--- config.mk ---
export PLATFORM = sky130hd
export DESIGN_NAME = adt7420_i2c_responder
export DESIGN_NICKNAME = d
export VERILOG_FILES = /design/src/rtl/adt7420_i2c_responder_pkg.sv /design/src/rtl/adt7420_i2c_responder_line_filter.sv /design/src/rtl/adt7420_i2c_responder.sv
export SDC_FILE = /design/constraint.sdc
export NUM_CORES = 1
export LEC_CHECK = 0
export CAP_MARGIN = 0
export CORE_MARGIN = 4
export CORE_UTILIZATION = 35
export DETAILED_ROUTE_END_ITERATION = 8
export GPL_TIMING_DRIVEN = 0
export SETUP_SLACK_MARGIN = 0.02
export SYNTH_ARGS = -nofsm -noshare
export SYNTH_HDL_FRONTEND = slang
export SYNTH_SLANG_ARGS = --single-unit
--- constraint.sdc ---
create_clock -name CLK100MHZ -period 1.9 [get_ports CLK100MHZ]
set_input_delay 0.19 -clock CLK100MHZ [delete_from_list [all_inputs] [get_ports CLK100MHZ]]
set_output_delay 0.19 -clock CLK100MHZ [all_outputs]
set_load 0.02 [all_outputs]
--- src/rtl/adt7420_i2c_responder_pkg.sv ---
// Shared definitions for the ADT7420 I2C responder.
//  - Register pointer addresses served by the responder.
//  - FSM state encoding (also exported on the top's dbg_state port).
//  - reg_read(): read-side register map, used to load the next TX byte.
package adt7420_i2c_responder_pkg;

    localparam logic [7:0] REG_TEMP_MSB = 8'h00;
    localparam logic [7:0] REG_TEMP_LSB = 8'h01;
    localparam logic [7:0] REG_CONFIG   = 8'h03;
    localparam logic [7:0] REG_ID       = 8'h0B;

    typedef enum logic [3:0] {
        ST_IDLE      = 4'd0,
        ST_ADDR      = 4'd1,
        ST_ADDR_ACK  = 4'd2,
        ST_PTR       = 4'd3,
        ST_PTR_ACK   = 4'd4,
        ST_WDATA     = 4'd5,
        ST_WDATA_ACK = 4'd6,
        ST_TX        = 4'd7,
        ST_TX_ACK    = 4'd8,
        ST_IGNORE    = 4'd9
    } state_t;

    // Temperature bytes come from the per-transfer snapshot, never from the
    // live input, so MSB and LSB of one read always belong together.
    function automatic logic [7:0] reg_read(input logic [7:0]  ptr,
                                            input logic [15:0] snap,
                                            input logic [7:0]  cfg,
                                            input logic [7:0]  id);
        case (ptr)
            REG_TEMP_MSB: return snap[15:8];
            REG_TEMP_LSB: return snap[7:0];
            REG_CONFIG:   return cfg;
            REG_ID:       return id;
            default:      return 8'h00;
        endcase
    endfunction

endpackage

--- src/rtl/adt7420_i2c_responder_line_filter.sv ---
// i2c_line_filter: conditions the raw SCL/SDA pins for the responder.
//  - 2-flop synchronizer per line.
//  - Glitch filter: a filtered level only changes after FILT_LEN consecutive
//    synchronized samples disagree with it.
//  - Strobes (one clk wide): scl_rise, scl_fall, start_det, stop_det.
// Ports:
//  clk, rst          system clock, synchronous active-high reset
//  scl_raw, sda_raw  asynchronous pin levels
//  scl_f, sda_f      filtered levels
//  scl_rise/scl_fall filtered SCL edges
//  start_det         SDA fell while SCL high
//  stop_det          SDA rose while SCL high
module i2c_line_filter #(
    parameter int FILT_LEN = 4
) (
    input  logic clk,
    input  logic rst,
    input  logic scl_raw,
    input  logic sda_raw,
    output logic scl_f,
    output logic sda_f,
    output logic scl_rise,
    output logic scl_fall,
    output logic start_det,
    output logic stop_det
);

    localparam int CW = $clog2(FILT_LEN + 1);

    // Bit 0 = SCL, bit 1 = SDA.
    logic [1:0]    sync1;
    logic [1:0]    sync2;
    logic [1:0]    filt;
    logic [1:0]    filt_d;
    logic [CW-1:0] cnt [2];

    always_ff @(posedge clk) begin
        if (rst) begin
            // Idle bus is high on both lines.
            sync1  <= 2'b11;
            sync2  <= 2'b11;
            filt   <= 2'b11;
            filt_d <= 2'b11;
            cnt[0] <= '0;
            cnt[1] <= '0;
        end else begin
            sync1  <= {sda_raw, scl_raw};
            sync2  <= sync1;
            filt_d <= filt;
            for (int i = 0; i < 2; i++) begin
                if (sync2[i] == filt[i]) begin
                    cnt[i] <= '0;
                end else if (cnt[i] == CW'(FILT_LEN - 1)) begin
                    filt[i] <= sync2[i];
                    cnt[i]  <= '0;
                end else begin
                    cnt[i] <= cnt[i] + 1'b1;
                end
            end
        end
    end

    assign scl_f    = filt[0];
    assign sda_f    = filt[1];
    assign scl_rise = filt[0] & ~filt_d[0];
    assign scl_fall = ~filt[0] & filt_d[0];
    // SCL must be high both before and after the SDA change.
    assign start_det = filt_d[1] & ~filt[1] & filt[0] & filt_d[0];
    assign stop_det  = ~filt_d[1] & filt[1] & filt[0] & filt_d[0];

endmodule

--- src/rtl/adt7420_i2c_responder.sv ---
// adt7420_i2c_responder: I2C target emulating an ADT7420 temperature sensor.
// Answers pointer writes and register reads; never stretches SCL.
// Ports:
//  CLK100MHZ   system clock (only clock)
//  rst         synchronous active-high reset
//  scl_in      raw SCL pin
//  sda_in      raw SDA pin
//  sda_oe      1 = pull SDA low (open drain)
//  temp_word   live temperature, {temp[12:0], 3'b000}
//  config_reg  register 0x03 contents
//  busy        1 from START until STOP
//  addr_hit    one-cycle pulse when our address is ACKed
//  dbg_state   current FSM state (state_t encoding)
//
// Bit framing: SDA is sampled on filtered SCL rises (bit_cnt counts them).
// Every change of sda_oe happens on a filtered SCL fall and is registered,
// so it lands at least one clock after the fall is seen. An ACK state is
// entered on the fall after the 8th rise and left on the following fall,
// so it covers exactly the 9th SCL period.
module adt7420_i2c_responder
    import adt7420_i2c_responder_pkg::*;
#(
    parameter logic [6:0] DEV_ADDR = 7'h4B,
    parameter int         FILT_LEN = 4,
    parameter logic [7:0] ID_VALUE = 8'hCB
) (
    input  logic        CLK100MHZ,
    input  logic        rst,
    input  logic        scl_in,
    input  logic        sda_in,
    output logic        sda_oe,
    input  logic [15:0] temp_word,
    output logic [7:0]  config_reg,
    output logic        busy,
    output logic        addr_hit,
    output logic [3:0]  dbg_state
);

    logic scl_f, sda_f, scl_rise, scl_fall, start_det, stop_det;

    i2c_line_filter #(.FILT_LEN(FILT_LEN)) u_filter (
        .clk       (CLK100MHZ),
        .rst       (rst),
        .scl_raw   (scl_in),
        .sda_raw   (sda_in),
        .scl_f     (scl_f),
        .sda_f     (sda_f),
        .scl_rise  (scl_rise),
        .scl_fall  (scl_fall),
        .start_det (start_det),
        .stop_det  (stop_det)
    );

    state_t      state, state_n;
    logic [3:0]  bit_cnt, bit_cnt_n;
    logic [7:0]  shift_sr, shift_sr_n;
    logic [7:0]  pointer, pointer_n;
    logic [7:0]  config_n;
    logic [15:0] temp_snap, temp_snap_n;
    logic [7:0]  tx_byte, tx_byte_n;
    logic        sda_oe_n, addr_hit_n;
    logic [7:0]  pointer_inc, rd_cur, rd_next;

    assign pointer_inc = pointer + 8'd1;
    assign rd_cur      = reg_read(pointer, temp_snap, config_reg, ID_VALUE);
    assign rd_next     = reg_read(pointer_inc, temp_snap, config_reg, ID_VALUE);

    always_ff @(posedge CLK100MHZ) begin
        if (rst) begin
            state      <= ST_IDLE;
            bit_cnt    <= 4'd0;
            shift_sr   <= 8'h00;
            pointer    <= 8'h00;
            config_reg <= 8'h00;
            temp_snap  <= 16'h0000;
            tx_byte    <= 8'h00;
            sda_oe     <= 1'b0;
            addr_hit   <= 1'b0;
        end else begin
            state      <= state_n;
            bit_cnt    <= bit_cnt_n;
            shift_sr   <= shift_sr_n;
            pointer    <= pointer_n;
            config_reg <= config_n;
            temp_snap  <= temp_snap_n;
            tx_byte    <= tx_byte_n;
            sda_oe     <= sda_oe_n;
            addr_hit   <= addr_hit_n;
        end
    end

    always_comb begin
        state_n     = state;
        bit_cnt_n   = bit_cnt;
        shift_sr_n  = shift_sr;
        pointer_n   = pointer;
        config_n    = config_reg;
        temp_snap_n = temp_snap;
        tx_byte_n   = tx_byte;
        sda_oe_n    = sda_oe;
        addr_hit_n  = 1'b0;

        if (stop_det) begin
            state_n  = ST_IDLE;
            sda_oe_n = 1'b0;
        end else if (start_det) begin
            // Also covers repeated START; the pointer is deliberately kept.
            state_n   = ST_ADDR;
            bit_cnt_n = 4'd0;
            sda_oe_n  = 1'b0;
        end else begin
            case (state)
                ST_ADDR, ST_PTR, ST_WDATA: begin
                    if (scl_rise && bit_cnt != 4'd8) begin
                        shift_sr_n = {shift_sr[6:0], sda_f};
                        bit_cnt_n  = bit_cnt + 4'd1;
                        // 8th address bit of a matching read: freeze temperature.
                        if (state == ST_ADDR && bit_cnt == 4'd7 &&
                            shift_sr[6:0] == DEV_ADDR && sda_f) begin
                            temp_snap_n = temp_word;
                        end
                    end else if (scl_fall && bit_cnt == 4'd8) begin
                        if (state == ST_ADDR) begin
                            if (shift_sr[7:1] == DEV_ADDR) begin
                                state_n    = ST_ADDR_ACK;
                                sda_oe_n   = 1'b1;
                                addr_hit_n = 1'b1;
                            end else begin
                                state_n = ST_IGNORE;
                            end
                        end else if (state == ST_PTR) begin
                            pointer_n = shift_sr;
                            state_n   = ST_PTR_ACK;
                            sda_oe_n  = 1'b1;
                        end else begin
                            state_n  = ST_WDATA_ACK;
                            sda_oe_n = 1'b1;
                        end
                    end
                end
                ST_ADDR_ACK: begin
                    if (scl_fall) begin
                        bit_cnt_n = 4'd0;
                        // shift_sr[0] still holds the R/W bit.
                        if (shift_sr[0]) begin
                            state_n   = ST_TX;
                            tx_byte_n = rd_cur;
                            sda_oe_n  = ~rd_cur[7];
                        end else begin
                            state_n  = ST_PTR;
                            sda_oe_n = 1'b0;
                        end
                    end
                end
                ST_PTR_ACK: begin
                    if (scl_fall) begin
                        state_n   = ST_WDATA;
                        bit_cnt_n = 4'd0;
                        sda_oe_n  = 1'b0;
                    end
                end
                ST_WDATA_ACK: begin
                    if (scl_fall) begin
                        if (pointer == REG_CONFIG) begin
                            config_n = shift_sr;
                        end
                        pointer_n = pointer_inc;
                        state_n   = ST_WDATA;
                        bit_cnt_n = 4'd0;
                        sda_oe_n  = 1'b0;
                    end
                end
                ST_TX: begin
                    if (scl_rise && bit_cnt != 4'd8) begin
                        bit_cnt_n = bit_cnt + 4'd1;
                    end else if (scl_fall) begin
                        if (bit_cnt == 4'd8) begin
                            state_n  = ST_TX_ACK;
                            sda_oe_n = 1'b0;
                        end else begin
                            // After k rises the next bit is index 7-k.
                            sda_oe_n = ~tx_byte[~bit_cnt[2:0]];
                        end
                    end
                end
                ST_TX_ACK: begin
                    if (scl_rise && sda_f) begin
                        state_n = ST_IGNORE;
                    end else if (scl_fall) begin
                        pointer_n = pointer_inc;
                        tx_byte_n = rd_next;
                        sda_oe_n  = ~rd_next[7];
                        bit_cnt_n = 4'd0;
                        state_n   = ST_TX;
                    end
                end
                default: begin
                    // IDLE and IGNORE only leave on START/STOP.
                end
            endcase
        end
    end

    assign busy      = (state != ST_IDLE);
    assign dbg_state = state;

endmodule

==> flow_summary_export.csv <==
group,metric,value,unit
layout,top_register,"temp_snap",
floorplan,fp-row-count,40,
synthesis,syn_area,4280,sq um
sta,period_needed,2060,ps
global_route,grt_use_met2,31.2,%
pwr,power.leakage,2.29,nW
layout,largest_reg_flops,16,
detailed_routing,routedWlPerCell,18.5,um
setup_path,path_buf_inv,0,
synthesis,yosysSeqAreaShare,35.1,%
global_route,use_met3,4.78,%
sta,layout_worst_path_cycle_share,108,%
synthesis,syn_avg_cell_area,8.67,sq um
setup_path,path_class,"register to register",
setup_path,timing.rr.start,"pointer[4]$_SDFFE_PP0P_",
global_route,grt_max_degree,12,
pwr,powerDensity,969,nW/um^2
sta,hold_viol,0,
sta,slew_headroom,48.8,%
layout,antenna_cells,0,
pwr,power_switching_share,35.0,%
layout,syn2layout_area_growth,44.0,%
placed_design,dpl.hpwl,8920,um
cts,numCtsBuffers,9,
setup_path,worstPathRequired,2170,ps
sta,rsz0062_at_grt,"true",
synthesis,yosys_most_used_dff,"dfxtp_1",
sta,fmax,487,MHz
synthesis,netlist_instances,494,
global_route,grt_pass1_vias,4031,
cts,root_buffer,"clkbuf_16",
pwr,pwr-share-clk,28.2,%
setup_path,cp.depth,6,
global_route,grt_overflow,0,
cts,cts.sinks,72,
detailed_routing,routed_via_density,5.71,
worst_hold_path,hold_path_depth,2,
placed_design,place_congestion,0.877,
layout,utilization,51.3,%
setup_path,worstRegToRegCells,6,
sta,slew_violations,0,
setup_path,startpoint_type,"register",
sta,fin_ws,-155,ps
synthesis,synthMostInstantiatedCell,"dfxtp_1",
global_route,grt.total_usage,18.8,%
pwr,combPwrFrac,43.0,%
synthesis,synth_edf_count,6,
detailed_routing,vias,4259,
setup_path,r2r-end,"tx_byte[5]$_SDFFE_PP0P_",
synthesis,synth_top_area_cell,"dfxtp_1",
sta,tightestPinTransition,760,ps
pwr,power.internal,3.89,mW
floorplan,initial_core_util,35.7,%
setup_path,crit_path_cell_trace,"or3_4 -> or3_4 -> or4_4 -> nor3_2 -> a21oi_1 -> o22ai_1",
layout,nets,624,
synthesis,ys_warn_count,0,
detailed_routing,antenna_left,0,
sta,fin_skew,9.41,ps
sta,setup-violations-final,16,
floorplan,die_x,119,um
setup_path,worst_setup_path_end_kind,"register",
worst_hold_path,hold_end,"u_filter.sync1[1]$_SDFF_PP1_",
cts,cts_tree,"yes",
setup_path,max_stage_delay,540,ps
synthesis,synth_common_cells,"66 x dfxtp_1, 63 x nor2_1, 39 x a21oi_1, 36 x mux2i_1, 32 x nand2_1",
floorplan,ioPinCount,35,
global_route,antenna_found_initial,0,
synthesis,synthTopCellsByArea,"dfxtp_1 31%, mux2i_1 8.4%, nor2_1 5.5%",
run_status,status,"complete, but fails checks",
cts,clock_latency,350,ps
pwr,p_sw,2.09,mW
pwr,max-vdd-ir-drop,0.473,mV
floorplan,dieArea,14100,sq um
detailed_routing,drt_first_iter_violations,363,
placed_design,port_buffers,34,
global_route,grt_most_used_layer,"met2",
pwr,seqPwrFrac,28.8,%
synthesis,ys_types,69,
detailed_routing,drt-total-wl,13800,um
cts,cts_buffer_depth,2,
global_route,grt_pass1_wl,21200,um
setup_path,cpMaxStageDelayCell,"or4_4",
global_route,use_met1,23.6,%
detailed_routing,drc,0,
cts,path_clk_slew,50,ps
detailed_routing,first_pass_iters,5,
setup_path,arrival,2320,ps
cts,htree_num_levels,3,
worst_hold_path,worstHoldStart,"sda_in",
floorplan,die_h,119,um
setup_path,critical_path.max_fanout,3,
layout,layout-drive-gt1-share,33.2,%
setup_path,crit_top_cell,"or3_4",
run_status,violations,"negative setup slack",
synthesis,synth_top_area_share,30.9,%
worst_hold_path,min_path_type,"primary input to register",
setup_path,cp_top_family,"simple AND/OR/NAND/NOR gates",
placed_design,place_area,4880,sq um
synthesis,async_flop_share,0,%
flow_run,maxCapViolCount,0,
cts,hold_buffers,0,
placed_design,dpl_worst_slack,-336,ps
layout,fin_area,6170,sq um
synthesis,synth_seq_cells,72,
floorplan,core,12000,sq um
setup_path,r2r_setup_slack,-160,ps
[kinds of logic after synthesis]
family / Yosys count / synth area share [%]
AOI/OAI and AO/OA: 139 / 21.9
xor gates and xnor gates: 4 / 0.818
adders and majority gates: 10 / 2.92
buffers and inverters: 49 / 7.65
DFF: 72 / 35.1
muxes: 39 / 9.73
other: 1 / 0.0876
and+or+nand+nor: 180 / 21.8
[placed cells by master (no fill, tap or decap), types with 5 or more instances in the layout]
cell type and n:
a21oi_1 29, a21oi_2 7, a22oi_1 9, buf_4 39
buf_6 18, clkbuf_1 9, clkbuf_16 10, clkbuf_8 12
clkdlybuf4s50_1 33, conb_1 6, dfxtp_1 51, dfxtp_2 5
dfxtp_4 10, edfxtp_1 6, inv_1 9, mux2i_1 36
nand2_1 28, nand3_1 6, nor2_1 59, nor3_1 13
o21ai_0 15, o21ai_1 5, o22ai_1 9, or2_2 7
or3_1 6
[layer usage]
metal / share of wire, % / vias up / wire, um
met4: 2.1 / 0 / 289
met5: 0 / - / 0
met3: 5.4 / 30 / 745
met2: 49 / 146 / 6720
li1: - / 2026 / -
met1: 44 / 2057 / 6070
[power by group through the flow]
stage	Sequential (mW)	Combinational [mW]	Clock, mW
finish	1.72	2.57	1.69
global route	1.73	2.71	1.79
CTS	1.70	2.14	1.72
detailed placement	1.72	1.69	0
global placement	1.72	1.66	0
floorplan	1.75	1.20	0
[repair_timing]
item	in CTS	in global routing
buffers inserted	26	26
endpoints found under the setup margin	57	56
gates cloned	1	1
pin swaps	24	29
resized for setup	94	75
[metrics by stage]
step	instances	hold WS [ps]	total power [mW]	TNS, ps
floorplan	499	294	2.94	-86.3
global placement	680	397	3.38	-11540
detailed placement	680	396	3.41	-11830
CTS	720	404	5.57	-929
global route	746	408	6.23	-3460
finish	746	407	5.98	-832
[final cells by class]
cell class / count / area [sq um]
plain buffers: 29 / 314
clock buffers: 15 / 258
clock inverters: 1 / 30.0
fillers: 1097 / 5840
inverters: 16 / 80.1
multi-input cells: 378 / 2940
flip-flops and latches: 72 / 1550
well taps: 147 / 184
repair buffers: 88 / 818
[how the worst max path moves through the flow]
stage,to,start,slack [ps]
6_report,tx_byte[5]$_SDFFE_PP0P_,pointer[4]$_SDFFE_PP0P_,-160
3_5_place_dp,dbg_state[1]$_SDFFE_PP0P_,u_filter.filt_d[0]$_SDFF_PP1_,-340
4_1_cts,tx_byte[5]$_SDFFE_PP0P_,pointer[4]$_SDFFE_PP0P_,-140
5_1_grt,tx_byte[2]$_SDFFE_PP0P_,pointer[4]$_SDFFE_PP0P_,-230
2_1_floorplan,tx_byte[2]$_SDFFE_PP0P_,pointer[5]$_SDFFE_PP0P_,-40
3_3_place_gp,dbg_state[1]$_SDFFE_PP0P_,u_filter.filt_d[0]$_SDFF_PP1_,-360
(Power assumes the default switching activity.)
